--- config.mk ---
export PLATFORM = sky130hd
export DESIGN_NAME = seg7_scan
export DESIGN_NICKNAME = d
export VERILOG_FILES = /design/src/rtl/seg7_pkg.sv /design/src/rtl/seg7_hexdec.sv /design/src/rtl/seg7_scan.sv
export SDC_FILE = /design/constraint.sdc
export NUM_CORES = 1
export LEC_CHECK = 0
export ABC_AREA = 0
export CAP_MARGIN = 20
export CORE_MARGIN = 2
export CORE_UTILIZATION = 40
export CTS_BUF_LIST = sky130_fd_sc_hd__clkbuf_16
export DETAILED_ROUTE_END_ITERATION = 10
export GPL_ROUTABILITY_DRIVEN = 0
export SLEW_MARGIN = 20
export SYNTH_ARGS = -nofsm -noshare
export SYNTH_HDL_FRONTEND = slang
export SYNTH_HIERARCHICAL = 1
export SYNTH_SLANG_ARGS = --single-unit
--- constraint.sdc ---
create_clock -name clk -period 3.2 [get_ports clk]
set_clock_uncertainty 0.15 [all_clocks]
set_input_delay 0.64 -clock clk [delete_from_list [all_inputs] [get_ports clk]]
set_output_delay 0.64 -clock clk [all_outputs]
set_load 0.02 [all_outputs]
--- src/rtl/seg7_pkg.sv ---
// Shared constants for the seven-segment scanner: segment bit order and the
// hex glyph table, stored in active-low form (0 = segment lit).
package seg7_pkg;

  typedef enum int {
    SEG_A = 0,
    SEG_B = 1,
    SEG_C = 2,
    SEG_D = 3,
    SEG_E = 4,
    SEG_F = 5,
    SEG_G = 6
  } seg_bit_e;

  localparam int SEG_W = int'(SEG_G) + 1;

  typedef logic [SEG_W-1:0] seg_t;

  // Index is the hex value; bit 0 is segment a, bit 6 is segment g.
  localparam seg_t GLYPH_AL [16] = '{
    7'h40, 7'h79, 7'h24, 7'h30, 7'h19, 7'h12, 7'h02, 7'h78,
    7'h00, 7'h10, 7'h08, 7'h03, 7'h46, 7'h21, 7'h06, 7'h0E
  };

endpackage

--- src/rtl/seg7_hexdec.sv ---
// Combinational hex nibble to active-low seven-segment glyph decoder.
module seg7_hexdec
  import seg7_pkg::*;
(
  input  logic [3:0] i_nib,
  output seg_t       o_glyph
);

  assign o_glyph = GLYPH_AL[i_nib];

endmodule

--- src/rtl/seg7_scan.sv ---
// Time-multiplexed seven-segment driver: double-buffered hex display with
// per-slot blanking, optional leading-zero suppression and registered outputs.
module seg7_scan
  import seg7_pkg::*;
#(
  parameter int DIGITS     = 4,
  parameter int SCAN_DIV   = 50000,
  parameter int BLANK_CYC  = 8,
  parameter int ACTIVE_LOW = 1
) (
  input  logic                  clk,
  input  logic                  rst_n,
  input  logic                  load,
  input  logic [4*DIGITS-1:0]   value,
  input  logic [DIGITS-1:0]     dp,
  input  logic                  lz_en,
  output logic [SEG_W-1:0]      seg,
  output logic                  dp_out,
  output logic [DIGITS-1:0]     dig_sel,
  output logic                  pend,
  output logic                  frame
);

  localparam int CW = $clog2(SCAN_DIV);
  localparam int IW = (DIGITS > 1) ? $clog2(DIGITS) : 1;

  localparam logic [CW-1:0] CNT_LAST  = CW'(SCAN_DIV - 1);
  localparam logic [CW-1:0] CNT_BLANK = CW'(BLANK_CYC);
  localparam logic [IW-1:0] IDX_LAST  = IW'(DIGITS - 1);

  // XOR masks turning active-high internal values into the pin polarity;
  // they double as the inactive (idle) pin levels.
  localparam seg_t              SEG_IDLE = (ACTIVE_LOW != 0) ? '1 : '0;
  localparam logic [DIGITS-1:0] DIG_IDLE = (ACTIVE_LOW != 0) ? '1 : '0;
  localparam logic              DP_IDLE  = (ACTIVE_LOW != 0);

  logic [CW-1:0]         r_cnt;
  logic [IW-1:0]         r_idx;
  logic [4*DIGITS-1:0]   r_act_val, r_sh_val;
  logic [DIGITS-1:0]     r_act_dp, r_sh_dp;
  logic                  r_pend, r_frame;
  seg_t                  r_seg;
  logic                  r_dp;
  logic [DIGITS-1:0]     r_dig;

  logic                  w_tick, w_frame_start, w_blank, w_supp;
  logic [3:0]            w_nib;
  seg_t                  w_glyph_al, w_seg_hi;
  logic                  w_dp_hi;
  logic [DIGITS-1:0]     w_dig_hi;
  logic [DIGITS:0]       w_zero_from;

  assign w_tick        = (r_cnt == CNT_LAST);
  assign w_frame_start = w_tick && (r_idx == IDX_LAST);
  assign w_blank       = (r_cnt < CNT_BLANK);
  assign w_nib         = r_act_val[{r_idx, 2'b00} +: 4];

  seg7_hexdec u_hexdec (
    .i_nib   (w_nib),
    .o_glyph (w_glyph_al)
  );

  // w_zero_from[i] is set when active nibbles DIGITS-1..i are all zero.
  // NOTE: every always_comb output gets a default before any conditional
  // assignment, so no path can leave it holding state (no latch).
  always_comb begin
    w_zero_from         = '0;
    w_zero_from[DIGITS] = 1'b1;
    for (int i = DIGITS - 1; i >= 0; i--) begin
      w_zero_from[i] = w_zero_from[i+1] && (r_act_val[4*i +: 4] == 4'h0);
    end
  end

  assign w_supp   = lz_en && (r_idx != '0) && w_zero_from[r_idx];
  assign w_seg_hi = (w_blank || w_supp) ? '0 : ~w_glyph_al;
  assign w_dp_hi  = !w_blank && r_act_dp[r_idx];
  assign w_dig_hi = w_blank ? '0 : (DIGITS'(1) << r_idx);

  // NOTE: state is updated with non-blocking assignments so every register
  // samples pre-edge values regardless of statement order.
  always_ff @(posedge clk) begin
    if (!rst_n) begin
      r_cnt     <= '0;
      r_idx     <= '0;
      r_act_val <= '0;
      r_act_dp  <= '0;
      r_sh_val  <= '0;
      r_sh_dp   <= '0;
      r_pend    <= 1'b0;
      r_frame   <= 1'b0;
      r_seg     <= SEG_IDLE;
      r_dp      <= DP_IDLE;
      r_dig     <= DIG_IDLE;
    end else begin
      r_cnt <= w_tick ? '0 : r_cnt + 1'b1;
      if (w_tick) begin
        r_idx <= (r_idx == IDX_LAST) ? '0 : r_idx + 1'b1;
      end

      r_frame <= w_frame_start;

      if (w_frame_start && r_pend) begin
        r_act_val <= r_sh_val;
        r_act_dp  <= r_sh_dp;
      end

      // A load on the frame-start cycle refills the shadow after the
      // transfer above, so pend stays set for the next frame.
      if (load) begin
        r_sh_val <= value;
        r_sh_dp  <= dp;
        r_pend   <= 1'b1;
      end else if (w_frame_start) begin
        r_pend   <= 1'b0;
      end

      r_seg <= w_seg_hi ^ SEG_IDLE;
      r_dp  <= w_dp_hi  ^ DP_IDLE;
      r_dig <= w_dig_hi ^ DIG_IDLE;
    end
  end

  assign seg     = r_seg;
  assign dp_out  = r_dp;
  assign dig_sel = r_dig;
  assign pend    = r_pend;
  assign frame   = r_frame;

endmodule

==> results of run 1 <==
-- critical path: stages, from the launching register on --
cell and delay, ps:
sky130_fd_sc_hd__dfxtp_1 620, sky130_fd_sc_hd__mux4_2 670, sky130_fd_sc_hd__inv_1 170, sky130_fd_sc_hd__ha_1 150, sky130_fd_sc_hd__inv_1 50, sky130_fd_sc_hd__mux4_2 450
sky130_fd_sc_hd__nor2_1 110, sky130_fd_sc_hd__nand2_1 50
-- state kept, by name, summed over array words and instances, names as in the netlist --
signal and flops:
r_act_val 16, r_act_dp 4, pend 1, dp_out 1
dig_sel 4, r_idx 2, r_sh_dp 4, r_sh_val 16
r_cnt 16, seg 7, frame 1
-- through the flow --
stage | utilization | total power [mW] | cells | hold WS [ps] | worst slack [ps]
final | 0.501 | 1.85 | 472 | 308 | 658
after global routing | 0.501 | 1.94 | 472 | 332 | 473
after floorplan | - | 0.999 | 335 | 280 | 718
after detailed placement | 0.470 | 1.04 | 459 | 303 | 666
after global placement | 0.470 | 1.04 | 459 | 296 | 761
after CTS | 0.501 | 1.89 | 472 | 311 | 658
-- routing by layer --
metal | routed length [um] | vias up | GRT usage
met4 | 40 | 0 | 0.0326
met1 | 3000 | 1038 | 0.191
met3 | 205 | 4 | 0.0514
met2 | 2720 | 37 | 0.230
met5 | 0 | - | 0
li1 | - | 1196 | -
-- power groups by stage --
stage               sequential (mW)  clock [mW]  combinational, mW
floorplan                     0.946           0             0.0530
global placement              0.947           0             0.0925
detailed placement            0.947           0             0.0941
CTS                           0.928       0.864             0.0941
global route                  0.930       0.906              0.103
finish                        0.928       0.832             0.0923
-- worst min-delay path by stage --
stage	from	end	slack (ps)	depth (start not counted)
after floorplan	r_cnt[0]$_SDFF_PP0_	r_cnt[0]$_SDFF_PP0_	280	1
after global placement	r_cnt[0]$_SDFF_PP0_	r_cnt[0]$_SDFF_PP0_	300	1
after detailed placement	r_act_dp[1]$_SDFFE_PN0P_	r_act_dp[1]$_SDFFE_PN0P_	300	2
after CTS	r_sh_val[4]$_SDFFE_PN0P_	r_act_val[4]$_SDFFE_PN0P_	310	2
after global routing	r_sh_val[8]$_SDFFE_PN0P_	r_act_val[8]$_SDFFE_PN0P_	330	2
final	r_act_dp[1]$_SDFFE_PN0P_	r_act_dp[1]$_SDFFE_PN0P_	310	2
-- cell families (layout without fill, tap and decap cells) --
| family | Yosys count | after routing |
|---|---|---|
| AO/OA/AOI/OAI | 13 | 13 |
| XOR/XNOR | 14 | 14 |
| adder cells (fa/ha/maj) | 12 | 12 |
| buffers and inverters | 27 | 62 |
| flip-flops | 72 | 72 |
| multiplexers | 54 | 54 |
| AND/OR/NAND/NOR | 143 | 143 |
-- layout make-up --
class                      count  area (sq um)
timing repair buffer          40           388
sequential                    72          1440
inverter                       9          33.8
fill                         770          3900
clock buffer                   9           225
tap                          102           128
clock inverter                 4          17.5
multi-input combinational    236          1680
-- layout by cell type, fill, tap and decap left out, types with 2 or more instances in the layout --
master / netlist / final
sky130_fd_sc_hd__xnor2_1: 12 / 12
sky130_fd_sc_hd__a21oi_1: 3 / 3
sky130_fd_sc_hd__nand3_1: 5 / 5
sky130_fd_sc_hd__dfxtp_1: 72 / 72
sky130_fd_sc_hd__buf_4: 1 / 3
sky130_fd_sc_hd__clkbuf_16: 0 / 9
sky130_fd_sc_hd__nor2_1: 31 / 31
sky130_fd_sc_hd__o21ai_1: 2 / 2
sky130_fd_sc_hd__mux4_2: 6 / 6
sky130_fd_sc_hd__nor4_1: 8 / 8
sky130_fd_sc_hd__nand2b_1: 3 / 3
sky130_fd_sc_hd__clkinv_2: 0 / 2
sky130_fd_sc_hd__nand4_1: 5 / 5
sky130_fd_sc_hd__ha_1: 12 / 12
sky130_fd_sc_hd__nand2_1: 56 / 56
sky130_fd_sc_hd__nor2b_1: 22 / 22
sky130_fd_sc_hd__mux2i_1: 48 / 48
sky130_fd_sc_hd__clkdlybuf4s50_1: 0 / 36
sky130_fd_sc_hd__inv_1: 9 / 11
sky130_fd_sc_hd__nor3_1: 4 / 4
sky130_fd_sc_hd__and3_1: 2 / 2
sky130_fd_sc_hd__xor2_1: 2 / 2
==> impl_results.rst, run 1 <==
.. list-table::
   :header-rows: 1

   * - Metric
     - Value
   * - Placed Area
     - 3670 sq um
   * - Port buffer count
     - 37
   * - Final min period
     - 2540 ps
   * - Required time of the critical path
     - 3260 ps
   * - Vias
     - 2275
   * - Average wire per standard cell
     - 12.6 um
   * - Synthesized netlist cell count
     - 335
   * - Fraction of synthesized cell area taken by the top area cell type
     - 0.442
   * - Post-synth net total
     - 371
   * - Net switching share of the total power
     - 0.206
   * - Worst setup path end
     - seg[3]$_SDFF_PN1_
   * - Post-synthesis share of cell area spent on and, or, nand and nor gates
     - 0.211
   * - H-Tree Depth
     - 3
   * - Post-Synth XOR/XNOR Area
     - 0.0376
   * - Crit share post-route
     - 0.795
   * - Clock network fraction of total power
     - 0.449
   * - Global-route wire length before repair
     - 10100 um
   * - Number of antenna violations at the first check in global routing
     - 0
   * - Count leader, synth
     - sky130_fd_sc_hd__dfxtp_1
   * - Yosys warnings
     - 6
   * - Worst-margin pin slew
     - 668 ps
   * - Sequential Power Share
     - 0.501
   * - Source-to-sink clock delay at the later pin of the worst-skew pair
     - 320 ps
   * - Startpoint of the worst setup timing path
     - r_idx[0]$_SDFFE_PN0N_
   * - Flip-flop and latch count after synthesis
     - 72
   * - Routed WL
     - 5970 um
   * - Max-Cap Viols
     - 0
   * - Post-synthesis average cell area
     - 9.74 sq um
   * - Number of CTS-inserted buffers
     - 9
   * - Layout overhead on the synthesized area
     - 19.8%
   * - Vertical die dimension
     - 94.3 um
   * - Main synth FF type
     - sky130_fd_sc_hd__dfxtp_1
   * - Count of final setup violators
     - 0
   * - Largest net degree at the start of global routing
     - 65
   * - Post-synth ARST share
     - 0
   * - CTS Buffer Depth
     - 2
   * - Share of the yosys chip area belonging to registers
     - 0.442
   * - Switching power
     - 0.382 mW
   * - Critical path data arrival time
     - 2600 ps
   * - Fmax
     - 393 MHz
   * - Ant diodes
     - 0
   * - Internal Dissipation
     - 1.47 mW
   * - I/O Pins
     - 38
   * - Most area-hungry cell type in the Yosys netlist
     - sky130_fd_sc_hd__dfxtp_1
   * - First drt pass iteration count
     - 4
   * - Setup repair after global routing missed its margin
     - no
   * - Number of nets in the finished design
     - 404
   * - Die W
     - 94.3 um
   * - Post-route antenna net violation count
     - 0
   * - Netlist Area Pre-Place
     - 3260 sq um
   * - Fin Setup TNS
     - 0 ps
   * - Outcome
     - complete, no violations
   * - TritonCTS clock tree
     - built
   * - Final standard cell area without fillers
     - 3910 sq um
   * - Final hold viol count
     - 0
   * - Setup crit start kind
     - flip-flop
   * - Number of library cell types mapped by synthesis
     - 39
   * - Relative contribution of combinational cells to total power
     - 0.050
   * - Number of synthesized flops with an enable pin
     - 0
   * - Clock-pin slew of the registers on the worst-case setup and hold paths
     - 60 ps
   * - Core Region
     - 7810 sq um
   * - Worst hold path class
     - flip-flop to flip-flop
   * - Setup slack of the worst register-to-register path
     - 660 ps
   * - Number of rows created at floorplan
     - 32
   * - Critical path class
     - flip-flop to flip-flop
   * - Power per cell area
     - 474 nW/um^2
   * - Multiplexer fraction of the synthesized cell area
     - 0.189
   * - Starting Density
     - 0.418
   * - Number of cells on the worst reg-to-reg path
     - 7
   * - Fraction of final layout cells with drive strength greater than 1
     - 0.0676
   * - Critical-path maximum fanout
     - 10
   * - Placed wire-length estimate
     - 4090 um
   * - Number of hold-repair buffers added at the cts stage
     - 0
   * - Largest cells by area after synthesis
     - sky130_fd_sc_hd__dfxtp_1 44%, sky130_fd_sc_hd__mux2i_1 15%, sky130_fd_sc_hd__nand2_1 6.4%
   * - Number of global-route vias before repair
     - 2201
   * - Setup crit end kind
     - flip-flop
   * - Main combinational cell family by area after synthesis
     - simple AND/OR/NAND/NOR gates
   * - Total of cells resized after clock tree synthesis
     - 0
   * - Post-synthesis adder-cell area fraction
     - 0.0460
   * - Via count normalized by instance count
     - 4.82
   * - Area enclosed by the die boundary
     - 8900 sq um
   * - Worst IR drop on VDD
     - 0.000284 V
   * - Endpoint of the worst-slack reg-to-reg timing path
     - seg[3]$_SDFF_PN1_
   * - Complex-gate fraction of the synthesized area
     - 0.0303
   * - Final slew viol count
     - 0
   * - Clock net sink count
     - 72
   * - Post-CTS setup-driven buffer insertion count
     - 0
   * - DRC violations left
     - 0
   * - Static leakage power
     - 1.42 nW
   * - Global-route usage over all layers
     - 0.145
   * - CTS Root Cell
     - sky130_fd_sc_hd__clkbuf_16
   * - Iter 0 DRT Violations
     - 63
   * - Leading post-synthesis cells by instance count
     - 72 x sky130_fd_sc_hd__dfxtp_1, 56 x sky130_fd_sc_hd__nand2_1, 48 x sky130_fd_sc_hd__mux2i_1, 31 x sky130_fd_sc_hd__nor2_1, 22 x sky130_fd_sc_hd__nor2b_1
   * - R2R Path Start
     - r_idx[0]$_SDFFE_PN0N_
   * - Max-slew headroom
     - 0.550
   * - Global route total overflow
     - 0
Power figures use the tool's default switching activity.
==> run 2, diff against run 1 <==
==> constraint.sdc (replaced) <==
create_clock -name clk -period 2.5 [get_ports clk]
set_clock_uncertainty 0.15 [all_clocks]
set_input_delay 0.5 -clock clk [delete_from_list [all_inputs] [get_ports clk]]
set_output_delay 0.5 -clock clk [all_outputs]
set_load 0.02 [all_outputs]
==> run 2 against run 1 <==
Sequential share of layout area fell by 0.52 points. Sequential power increased by 28%. Die area stayed put. Global-route usage grew 0.51 points. Largest cell class unchanged.
==> impl_results.rst, run 2 (same netlist as run 1, synthesis figures left out) <==
.. list-table::
   :header-rows: 1

   * - Metric
     - Value
   * - Number of cells on the worst reg-to-reg path
     - 7
   * - Relative contribution of combinational cells to total power
     - 0.051
   * - Number of CTS-inserted buffers
     - 9
   * - Top Registers
     - r_act_val x16, r_cnt x16, r_sh_val x16
   * - Static leakage power
     - 1.45 nW
   * - R2R Path Start
     - r_idx[0]$_SDFFE_PN0N_
   * - Number of standard cells in the final layout excluding fillers
     - 478
   * - Die W
     - 94.3 um
   * - Largest net degree at the start of global routing
     - 36
   * - Number of hold-repair buffers added at the cts stage
     - 0
   * - Sequential cell area in the final layout
     - 1440 sq um
   * - Highest-count cells in the layout ignoring fill and taps
     - 72 x sky130_fd_sc_hd__dfxtp_1, 56 x sky130_fd_sc_hd__nand2_1, 48 x sky130_fd_sc_hd__mux2i_1
   * - Worst IR drop on VDD
     - 0.000402 V
   * - Internal Dissipation
     - 1.88 mW
   * - Required time of the critical path
     - 2540 ps
   * - Setup crit start kind
     - flip-flop
   * - Endpoint of the worst-slack reg-to-reg timing path
     - seg[3]$_SDFF_PN1_
   * - Number of rows created at floorplan
     - 32
   * - First drt pass iteration count
     - 4
   * - Iter 0 DRT Violations
     - 108
   * - DRC violations left
     - 0
   * - Fin Setup TNS
     - 0 ps
   * - Max-Cap Viols
     - 0
   * - Number of nets in the finished design
     - 410
   * - CTS Buffer Depth
     - 2
   * - Starting Density
     - 0.418
   * - Setup repair after global routing missed its margin
     - no
   * - Crit share post-route
     - 0.890
   * - Routed WL
     - 6000 um
   * - Final min period
     - 2220 ps
   * - Hold path startpoint
     - r_act_dp[1]$_SDFFE_PN0P_
   * - Post-route antenna net violation count
     - 0
   * - Sequential Power Share
     - 0.503
   * - Source-to-sink clock delay at the later pin of the worst-skew pair
     - 320 ps
   * - Number of antenna violations at the first check in global routing
     - 0
   * - Ant diodes
     - 0
   * - Vias
     - 2339
   * - Layout overhead on the synthesized area
     - 21.5%
   * - Global-route usage over all layers
     - 0.150
   * - I/O Pins
     - 38
   * - Final core utilization
     - 0.508
   * - Setup slack of the worst register-to-register path
     - 280 ps
   * - Clock-pin slew of the registers on the worst-case setup and hold paths
     - 50 ps
   * - Number of inserted filler cells in the final layout
     - 753
   * - Final hold viol count
     - 0
   * - Count of final setup violators
     - 0
   * - TritonCTS clock tree
     - built
   * - Total of cells resized after clock tree synthesis
     - 0
   * - Post-CTS setup-driven buffer insertion count
     - 0
   * - Critical path data arrival time
     - 2270 ps
   * - Power per cell area
     - 596 nW/um^2
   * - Final slew viol count
     - 0
   * - Min-Delay Path Depth
     - 2
   * - Vertical die dimension
     - 94.3 um
   * - Total design power
     - 2.36 mW
   * - Clock net sink count
     - 72
   * - H-Tree Depth
     - 3
   * - Global route total overflow
     - 0
   * - Area of combinational cells with multiple inputs
     - 1680 sq um
   * - CTS Root Cell
     - sky130_fd_sc_hd__clkbuf_16
   * - Fmax
     - 450 MHz
   * - Worst-margin pin slew
     - 350 ps
   * - Global-route wire length before repair
     - 10600 um
   * - Number of cells after detailed placement
     - 465
   * - Average wire per standard cell
     - 12.6 um
   * - Number of global-route vias before repair
     - 2310
   * - Fraction of final layout cells with drive strength greater than 1
     - 0.0798
   * - Net switching share of the total power
     - 0.203
   * - Outcome
     - complete, no violations
   * - Critical-path maximum fanout
     - 7
   * - Placed Area
     - 3720 sq um
   * - Setup crit end kind
     - flip-flop
   * - Clock network fraction of total power
     - 0.446
   * - Final standard cell area without fillers
     - 3970 sq um
   * - End point of the worst hold path
     - r_act_dp[1]$_SDFFE_PN0P_
   * - Switching power
     - 0.479 mW
   * - Worst hold path class
     - flip-flop to flip-flop
   * - Via count normalized by instance count
     - 4.89
   * - Port buffer count
     - 37
   * - Core Region
     - 7810 sq um
   * - Critical path class
     - flip-flop to flip-flop
   * - Most common cell after layout, fill and taps aside
     - sky130_fd_sc_hd__dfxtp_1
   * - Placed wire-length estimate
     - 4230 um
   * - Max-slew headroom
     - 0.765
   * - Area enclosed by the die boundary
     - 8900 sq um
run 2: changes by cell type in the layout (fill, tap and decap cells not counted), sizes merged:
| cell | before | now |
|---|---|---|
| clkinv | 2 | 3 |
| buf | 4 | 10 |
| inv | 11 | 10 |
run 2: worst max path at each step:
stage	from	end	slack (ps)
2_1_floorplan	r_idx[0]$_SDFFE_PN0N_	seg[3]$_SDFF_PN1_	20
3_3_place_gp	r_idx[0]$_SDFFE_PN0N_	seg[3]$_SDFF_PN1_	330
3_5_place_dp	r_idx[0]$_SDFFE_PN0N_	seg[3]$_SDFF_PN1_	290
4_1_cts	r_idx[0]$_SDFFE_PN0N_	seg[3]$_SDFF_PN1_	270
5_1_grt	r_idx[0]$_SDFFE_PN0N_	seg[3]$_SDFF_PN1_	110
6_report	r_idx[0]$_SDFFE_PN0N_	seg[3]$_SDFF_PN1_	280
run 2: per-stage QoR:
| step | setup WS (ps) | hold slack (ps) |
|---|---|---|
| 6_report | 276 | 308 |
| 5_1_grt | 105 | 316 |
| 4_1_cts | 272 | 311 |
| 3_5_place_dp | 293 | 301 |
| 3_3_place_gp | 327 | 296 |
| 2_1_floorplan | 18.4 | 280 |
run 2: cell type report:
type                            count  area share
Sequential cell                    72       0.364
Timing Repair Buffer               46       0.112
Multi-Input combinational cell    236       0.423
Clock inverter                      4     0.00410
Tap cell                          102      0.0322
Clock buffer                        9      0.0568
Inverter                            9     0.00852
run 2: critical path, cell delays in order, from the launching register on:
cell	delay, ps
sky130_fd_sc_hd__dfxtp_1	390
sky130_fd_sc_hd__mux4_2	610
sky130_fd_sc_hd__inv_1	170
sky130_fd_sc_hd__ha_1	150
sky130_fd_sc_hd__inv_1	40
sky130_fd_sc_hd__mux4_2	440
sky130_fd_sc_hd__nor2_1	110
sky130_fd_sc_hd__nand2_1	50
run 2: metal layers:
layer,up-vias,global-route usage,part of all wire,routed length (um)
met1,1077,0.198,0.49,2960
met3,5,0.0401,0.043,257
met2,52,0.236,0.46,2740
met5,-,0,0,0
met4,0,0.0543,0.0078,47
li1,1205,-,-,-
run 2: power by group through the flow:
| stage | Combinational, mW | Clock [mW] | Sequential (mW) |
|---|---|---|---|
| 6_report | 0.121 | 1.05 | 1.19 |
| 3_5_place_dp | 0.123 | 0 | 1.21 |
| 5_1_grt | 0.136 | 1.13 | 1.19 |
| 3_3_place_gp | 0.121 | 0 | 1.21 |
| 4_1_cts | 0.123 | 1.09 | 1.19 |
| 2_1_floorplan | 0.0678 | 0 | 1.21 |
